`src/rtl/inst_encoder.sv`:
```
// inst_encoder: packs field-level RV32I requests into machine words and writes them to consecutive imem addresses
module inst_encoder #(
    parameter int ADDR_W = 14
) (
    input  logic              clk,
    input  logic              rst,
    input  logic              req_valid,
    output logic              req_ready,
    input  logic [2:0]        req_fmt,
    input  logic [6:0]        req_opcode,
    input  logic [2:0]        req_funct3,
    input  logic [6:0]        req_funct7,
    input  logic [4:0]        req_rd,
    input  logic [4:0]        req_rs1,
    input  logic [4:0]        req_rs2,
    input  logic [31:0]       req_imm,
    input  logic              req_last,
    output logic              mem_we,
    output logic [ADDR_W-1:0] mem_addr,
    output logic [31:0]       mem_wdata,
    output logic              done,
    output logic              err,
    output logic [ADDR_W:0]   count
);
    typedef enum logic [1:0] {IDLE, ENCODE, WRITE, DONE} state_t;
    state_t state_q, state_d;
    logic [2:0]        fmt_q, fmt_d;
    logic [6:0]        opcode_q, opcode_d;
    logic [2:0]        funct3_q, funct3_d;
    logic [6:0]        funct7_q, funct7_d;
    logic [4:0]        rd_q, rd_d;
    logic [4:0]        rs1_q, rs1_d;
    logic [4:0]        rs2_q, rs2_d;
    logic [31:0]       imm_q, imm_d;
    logic              last_q, last_d;
    logic [31:0]       wdata_q, wdata_d;
    logic [ADDR_W-1:0] addr_q, addr_d;
    logic              we_q, we_d;
    logic              err_q, err_d;
    logic [ADDR_W:0]   count_q, count_d;
    logic              fresh_q, fresh_d;
    logic [31:0]       word;
    logic              bad;
    logic              is_shift;
    logic              fits12;
    logic              fits13;
    logic              fits21;
    assign is_shift = fmt_q == 3'd1 && opcode_q == 7'h13 && funct3_q[1:0] == 2'b01;
    assign fits12   = &imm_q[31:11] || ~|imm_q[31:11];
    assign fits13   = &imm_q[31:12] || ~|imm_q[31:12];
    assign fits21   = &imm_q[31:20] || ~|imm_q[31:20];
    always_comb begin
        word = '0;
        bad  = 1'b0;
        case (fmt_q)
            3'd0: word = {funct7_q, rs2_q, rs1_q, funct3_q, rd_q, opcode_q};
            3'd1: begin
                word = is_shift ? {funct7_q, imm_q[4:0], rs1_q, funct3_q, rd_q, opcode_q}
                                : {imm_q[11:0], rs1_q, funct3_q, rd_q, opcode_q};
                bad  = is_shift ? |imm_q[31:5] : !fits12;
            end
            3'd2: begin
                word = {imm_q[11:5], rs2_q, rs1_q, funct3_q, imm_q[4:0], opcode_q};
                bad  = !fits12;
            end
            3'd3: begin
                word = {imm_q[12], imm_q[10:5], rs2_q, rs1_q, funct3_q, imm_q[4:1], imm_q[11], opcode_q};
                bad  = !fits13 || imm_q[0];
            end
            3'd4: begin
                word = {imm_q[31:12], rd_q, opcode_q};
                bad  = |imm_q[11:0];
            end
            3'd5: begin
                word = {imm_q[20], imm_q[10:1], imm_q[11], imm_q[19:12], rd_q, opcode_q};
                bad  = !fits21 || imm_q[0];
            end
            default: bad = 1'b1;
        endcase
    end
    always_comb begin
        state_d  = state_q;
        fmt_d    = fmt_q;
        opcode_d = opcode_q;
        funct3_d = funct3_q;
        funct7_d = funct7_q;
        rd_d     = rd_q;
        rs1_d    = rs1_q;
        rs2_d    = rs2_q;
        imm_d    = imm_q;
        last_d   = last_q;
        wdata_d  = wdata_q;
        addr_d   = addr_q;
        we_d     = we_q;
        err_d    = err_q;
        count_d  = count_q;
        fresh_d  = fresh_q;
        case (state_q)
            IDLE: if (req_valid) begin
                fmt_d    = req_fmt;
                opcode_d = req_opcode;
                funct3_d = req_funct3;
                funct7_d = req_funct7;
                rd_d     = req_rd;
                rs1_d    = req_rs1;
                rs2_d    = req_rs2;
                imm_d    = req_imm;
                last_d   = req_last;
                count_d  = fresh_q ? '0 : count_q;
                err_d    = fresh_q ? 1'b0 : err_q;
                fresh_d  = 1'b0;
                state_d  = ENCODE;
            end
            ENCODE: begin
                wdata_d = word;
                addr_d  = count_q[ADDR_W-1:0];
                we_d    = !(bad || count_q[ADDR_W]);
                state_d = WRITE;
            end
            WRITE: begin
                we_d    = 1'b0;
                count_d = we_q ? count_q + (ADDR_W+1)'(1) : count_q;
                err_d   = err_q || !we_q;
                state_d = last_q ? DONE : IDLE;
            end
            default: begin
                fresh_d = 1'b1;
                state_d = IDLE;
            end
        endcase
    end
    always_ff @(posedge clk) begin
        if (rst) begin
            state_q  <= IDLE;
            fmt_q    <= '0;
            opcode_q <= '0;
            funct3_q <= '0;
            funct7_q <= '0;
            rd_q     <= '0;
            rs1_q    <= '0;
            rs2_q    <= '0;
            imm_q    <= '0;
            last_q   <= 1'b0;
            wdata_q  <= '0;
            addr_q   <= '0;
            we_q     <= 1'b0;
            err_q    <= 1'b0;
            count_q  <= '0;
            fresh_q  <= 1'b0;
        end else begin
            state_q  <= state_d;
            fmt_q    <= fmt_d;
            opcode_q <= opcode_d;
            funct3_q <= funct3_d;
            funct7_q <= funct7_d;
            rd_q     <= rd_d;
            rs1_q    <= rs1_d;
            rs2_q    <= rs2_d;
            imm_q    <= imm_d;
            last_q   <= last_d;
            wdata_q  <= wdata_d;
            addr_q   <= addr_d;
            we_q     <= we_d;
            err_q    <= err_d;
            count_q  <= count_d;
            fresh_q  <= fresh_d;
        end
    end
    assign req_ready = state_q == IDLE;
    assign done      = state_q == DONE;
    assign mem_we    = we_q;
    assign mem_addr  = addr_q;
    assign mem_wdata = wdata_q;
    assign err       = err_q;
    assign count     = count_q;
endmodule

```
`config.mk`:
```
export PLATFORM = sky130hd
export DESIGN_NAME = inst_encoder
export DESIGN_NICKNAME = d
export VERILOG_FILES = /design/src/rtl/inst_encoder.sv
export SDC_FILE = /design/constraint.sdc
export NUM_CORES = 1
export LEC_CHECK = 0
export BUFFER_PORTS_ARGS = -buffer_cell sky130_fd_sc_hd__buf_4
export CELL_PAD_IN_SITES_DETAIL_PLACEMENT = 1
export CELL_PAD_IN_SITES_GLOBAL_PLACEMENT = 1
export CORE_MARGIN = 5
export CORE_UTILIZATION = 39
export DETAILED_ROUTE_END_ITERATION = 12
export PLACE_DENSITY_LB_ADDON = 0.1
export SLEW_MARGIN = 20
export SYNTH_ARGS = -nofsm -noshare
export SYNTH_HDL_FRONTEND = slang
export SYNTH_SLANG_ARGS = --single-unit
```
`constraint.sdc`:
```
create_clock -name clk -period 2.74 [get_ports clk]
set_clock_uncertainty 0.1 [all_clocks]
set_input_delay 0.548 -clock clk [delete_from_list [all_inputs] [get_ports clk]]
set_output_delay 0.548 -clock clk [all_outputs]
set_load 0.02 [all_outputs]
```
# Word-level counts from Yosys, hierarchy flattened
# Index checks and enable logic that the tools add are counted.
[classes]
n_addsub = 1
n_eq_ne = 13
n_mux = 17
n_bitwise = 1
n_reduce_logical = 34
[ops]
columns = ["op", "count"]
rows = [
  ["one-hot mux 32 bit (6 select lines)", 1],
  ["two-way mux 15 bit", 3],
  ["two-way mux 32 bit", 1],
  ["one-hot mux 15 bit (2 select lines)", 1],
  ["OR reduction 27 bit", 1],
  ["OR reduction 12 bit", 2],
  ["AND reduction 21 bit", 1],
  ["OR reduction 21 bit", 1],
  ["AND reduction 20 bit", 1],
  ["OR reduction 20 bit", 1],
  ["adder 15 x 1 -> 15 bit (second input constant)", 1],
  ["AND reduction 12 bit", 1],
  ["logical NOT 1 bit", 8],
  ["equality test 7 x 5 -> 1 bit (second input constant)", 1],
  ["logical OR 1 bit", 7],
  ["equality test 3 x 2 -> 1 bit (second input constant)", 2],
  ["equality test 3 bit (second input constant)", 2],
  ["one-hot mux 1 bit (2 select lines)", 3],
  ["one-hot mux 1 bit (6 select lines)", 1],
  ["one-hot mux 2 bit (3 select lines)", 1],
  ["equality test 2 x 1 -> 1 bit (second input constant)", 2],
  ["equality test 2 bit (second input constant)", 2],
  ["two-way mux 1 bit", 4],
  ["two-way mux 2 bit", 2],
  ["12 further kinds", 16],
]
[word_totals]
register_bits = 134
inputBits = 71

# Depth between registers and ports, before layout
[depth]
depth_word = 9
mapped_depth = 9
depth_no_buf = 7

# Least setup slack after synthesis
# Ideal clock, no wire load.
[synth_path]
path_kind = "register to register"
startpoint = "register state_q[0]"
endpoint = "register count_q[6], in the netlist count[6]"
setup_time_ns = 0.070
arrival_ns = 1.934
required_time_ns = 2.570
setup_slack_ns = 0.636
path_stages_with_launch = 7
cell_sequence = "dfxtp_1 -> inv_1 -> ha_1 -> mux2i_1 -> a2111o_1 -> or3_1 -> a21oi_1"
[synth_between]
elab_chain_cells = 3
[synth_rtl]
columns = ["item", "line", "text"]
rows = [
  ["from (decl)", "26", "state_t state_q, state_d;"],
  ["from (signal assigned)", "151", "state_q <= state_d;"],
  ["logical NOT 2 bit *", "--", ""],
  ["net req_ready", "8", "output logic req_ready,"],
  ["inequality test 2 x 1 -> 1 bit (no source line), or another cell as far along", "--", ""],
  ["AND reduction 4 bit (no source line)", "--", ""],
  ["to (signal assigned)", "165", "count_q <= count_d;"],
  ["to (decl)", "40", "logic [ADDR_W:0] count_q, count_d;"],
]
# The timed path passes the listed nets; every way through them passes the cells marked *.
# A chain may end at the register's enable or synchronous reset.

# Final worst setup path
[layout_path]
startpoint = "register state_q[0]"
endpoint = "register count_q[9], in the netlist count[9]"
[layout_between]
elab_chain_cells = 3
[layout_rtl]
columns = ["item", "line", "text"]
rows = [
  ["equality test 2 bit or logical NOT 2 bit (tied branches)", "98", "case (state_q)"],
  ["inequality test 2 bit (no source line), or another cell as far along", "--", ""],
  ["AND reduction 4 bit (no source line)", "--", ""],
]
# Several ways; a longest one is shown, not always the timed one.

==> results.txt <==
The run finished with clean final reports. The part of the Yosys area used for sequential elements came out at 0.475. The nature of the critical path startpoint was a flip-flop. Max-slew violation count: 0.

The minimum period implied by the final worst setup slack is 2.42 ns, and the global-route wire length before repair is 28700 um. For the pin with the worst max-slew slack, the measured transition is 0.708 ns. The overall fraction of global-route tracks in use is 0.218. The final net count is 900, and the share of synthesized flip-flops with an asynchronous set or reset is 0. The count of unresolved DRC violations after routing was 0; the final total negative setup slack was 0 ns. VDD sags by at most 0.455 mV.

The total of warnings raised by yosys came out at 0. The logs give 2 for the worst-case clock buffer depth and 0 for the overflow left after global routing. For the area of the mapped netlist, the log shows 5650 um^2. The routability congestion estimate is 0.813. The initial antenna violation count is 0, and the number of clock buffers inserted by TritonCTS is 17. The number of nets in the synthesized netlist is 776. The area of the die is 17000 um^2.

The floorplan step set the die width to 130 um. In this design, the stage delay of the slowest critical-path cell is 0.59 ns. The run gives 5447 as the number of global-route vias before repair. The signal on the critical path passes through inv_1 -> ha_1 -> buf_4 -> mux2i_1 -> a2111oi_4 -> nand4_1 -> xor2_1 -> nor2_1.

The first detailed-routing pass took 4 iterations. The number of buffer and inverter stages on the critical path is 2. Leaving out fill and tap cells, the most frequent cell in the layout is sky130_fd_sc_hd__nand2_1. In the final routed layout, each cell accounts on average for 18.0 um. At the worst endpoint, the required time is 2.94 ns. The H-tree depth is 4. During placement, the flow inserted port buffers numbering 135. The data arrival time of the critical path was 2.62 ns; the static power due to leakage was 3.00 nW.

TritonCTS built the clock tree. The portion of the clock cycle consumed by the worst path in the final layout was 0.882; the via count normalized by instance count was 5.32. Worst path setup slack after routing: 0.323 ns.

For this run, the leading register cell type out of synthesis is sky130_fd_sc_hd__dfxtp_1. I/O pin count: 136. The repair_antennas step left the layout with diodes totalling 0.

The library cells used most frequently in the layout, excluding fill and tap cells, are 162 x sky130_fd_sc_hd__nand2_1, 149 x sky130_fd_sc_hd__buf_4, 134 x sky130_fd_sc_hd__dfxtp_1, 87 x sky130_fd_sc_hd__a21oi_1, 77 x sky130_fd_sc_hd__nor2_1. The synthesized design contains 0 enable-type register cells. The total number of vias was 5429; the power density normalized to cell area was 728 nW/um^2. Count of final setup violators: 0. The completed layout was analyzed and its total power is 5.45 mW.

Synthesized instance count: 700. Post-cts sizing count: 0. Path class of the lowest-slack min-delay path: input port to flip-flop. The tools report the number of clock sinks as 134. The worst-path maximum fanout is 9. The relative area change from synthesis to final layout was 32.6%.

The max-capacitance violation count came out at 0. The clock reaches the later pin of the worst-skew pair after 0.43 ns. In this design, the largest share of critical-path delay is due to compound AO/OA/AOI/OAI gates.

The number of setup buffers added after CTS is 0. The tools report the upper clock frequency limit as 0.414 GHz. Cell type of the slowest stage on the worst timing path: sky130_fd_sc_hd__a2111oi_4. The largest net degree at the start of global routing came out at 48. The die extent in y is 130 um. Buffers inserted to repair hold after CTS numbered 0. The number of failing hold endpoints at the final stage came out at 0. The tools report the CTS root buffer as sky130_fd_sc_hd__clkbuf_16. The final wirelength was 18400 um; the layout cell share with drive strength beyond 1 was 0.226.

The number of library cell types mapped by synthesis is 43. Path type of the worst setup path: flip-flop to flip-flop. The worst setup path is captured at a flip-flop. The floorplan has 44 rows. Setup repair after global routing left no endpoint under its margin. The relative slew slack came out at 0.524. The clock input transition at the sequential cells of the worst setup and hold paths works out to 0.06 ns. The number of violations reported at the end of detailed-routing iteration 0 came out at 293.

The post-synthesis register bit count was 134; the remaining antenna violation count after routing was 0. The tools report the HPWL after detailed placement as 13200 um. The starting utilization of the core area is 0.393, and the mean area per synthesized cell is 8.07 um^2. OpenSTA, run right after detailed placement, puts the worst setup slack at 0.343 ns. Area of the core region: 14400 um^2.
==> cell usage after synthesis (2+ instances only) <==
master / n / area share
sky130_fd_sc_hd__xnor2_1: 5 / 0.0077
sky130_fd_sc_hd__nor2b_1: 12 / 0.013
sky130_fd_sc_hd__nand2_1: 163 / 0.11
sky130_fd_sc_hd__a31oi_1: 3 / 0.0033
sky130_fd_sc_hd__xor2_1: 6 / 0.0093
sky130_fd_sc_hd__a2bb2oi_1: 9 / 0.014
sky130_fd_sc_hd__o211ai_1: 6 / 0.0080
sky130_fd_sc_hd__nand2b_1: 4 / 0.0044
sky130_fd_sc_hd__nand3_1: 10 / 0.0089
sky130_fd_sc_hd__clkbuf_1: 33 / 0.022
sky130_fd_sc_hd__a311oi_1: 4 / 0.0062
sky130_fd_sc_hd__a21oi_1: 87 / 0.077
sky130_fd_sc_hd__ha_1: 5 / 0.011
sky130_fd_sc_hd__nand4_1: 9 / 0.010
sky130_fd_sc_hd__and3_1: 11 / 0.012
sky130_fd_sc_hd__nor2_1: 77 / 0.051
sky130_fd_sc_hd__inv_1: 9 / 0.0060
sky130_fd_sc_hd__a2111oi_0: 2 / 0.0031
sky130_fd_sc_hd__a22oi_1: 11 / 0.015
sky130_fd_sc_hd__o21ai_0: 8 / 0.0071
sky130_fd_sc_hd__nor4_1: 7 / 0.0077
sky130_fd_sc_hd__a31o_2: 2 / 0.0031
sky130_fd_sc_hd__mux2i_1: 20 / 0.035
sky130_fd_sc_hd__buf_2: 2 / 0.0018
sky130_fd_sc_hd__o221ai_1: 2 / 0.0031
sky130_fd_sc_hd__nor3_1: 8 / 0.0071
sky130_fd_sc_hd__or3_1: 3 / 0.0033
sky130_fd_sc_hd__nor3b_1: 2 / 0.0027
sky130_fd_sc_hd__dfxtp_1: 134 / 0.47
sky130_fd_sc_hd__a211oi_1: 26 / 0.035
sky130_fd_sc_hd__buf_6: 2 / 0.0040
sky130_fd_sc_hd__buf_1: 7 / 0.0047
==> report_power, final <==
| part | switching [mW] | internal, mW | total [mW] |
|---|---|---|---|
| registers | 0.116 | 2.07 | 2.18 |
| logic | 0.444 | 0.300 | 0.744 |
| clock network | 0.837 | 1.69 | 2.53 |
==> worst reg2reg max path, delay by kind of cell (launching register included) <==
kind	cells	cell delay, ns
compound gates	1	0.59
xor+xnor	1	0.18
fa+ha+maj	1	0.33
buf+inv	2	0.34
flops	1	0.36
mux	1	0.14
simple gates	2	0.26
==> registers in the layout (all words and copies together) (netlist names) <==
signal and cells:
mem_addr 14, rs1_q 5, fmt_q 3, state_q 2
funct7_q 7, mem_wdata 32, rd_q 5, imm_q 32
last_q 1, funct3_q 3, fresh_q 1, opcode_q 7
mem_we 1, count 15, err 1, rs2_q 5
==> logic make-up after synthesis <==
group                    Yosys count  synth area share
AO/OA/AOI/OAI                    164             0.184
buffers and inverters             55            0.0414
AND/OR/NAND/NOR                  311             0.236
multiplexers                      20            0.0354
flip-flops                       134             0.475
adder cells (fa/ha/maj)            5            0.0111
XOR/XNOR                          11            0.0171
==> path summary, 6_finish.rpt <==
kind	cells past startpoint	to	slack [ns]	start
worst max register to register	8	count[9]$_SDFFE_PP0P_	0.32	state_q[0]$_SDFFE_PP0N_
worst max-delay path	8	count[9]$_SDFFE_PP0P_	0.32	state_q[0]$_SDFFE_PP0N_
worst min-delay path	3	imm_q[28]$_SDFFE_PP0P_	0.26	req_imm[28]
worst min register to register	2	rs1_q[2]$_SDFFE_PP0P_	0.36	rs1_q[2]$_SDFFE_PP0P_
==> layout make-up <==
cell class                 instances  area [um^2]
sequential                       134         2680
inverter                          10         37.5
clock buffer                      25          526
timing repair buffer             150         1140
multi-input combinational        511         2740
clock inverter                     7          138
tap                              184          230
fill                            1714         6880
==> metal layers <==
layer,GRT usage,vias to the layer above,part of all wire
li1,-,2668,-
met5,0,-,0
met3,0.0463,19,0.044
met4,0.0653,0,0.013
met2,0.371,115,0.50
met1,0.277,2627,0.44
==> stage by stage <==
step,hold WS (ns),instances,cell area [um^2],util
floorplan,0.332,700,5650,-
global placement,0.348,989,6830,0.475
detailed placement,0.351,989,6830,0.475
CTS,0.254,1021,7490,0.521
global route,0.259,1021,7490,0.521
finish,0.262,1021,7490,0.521
Power figures use the tool's default switching activity.
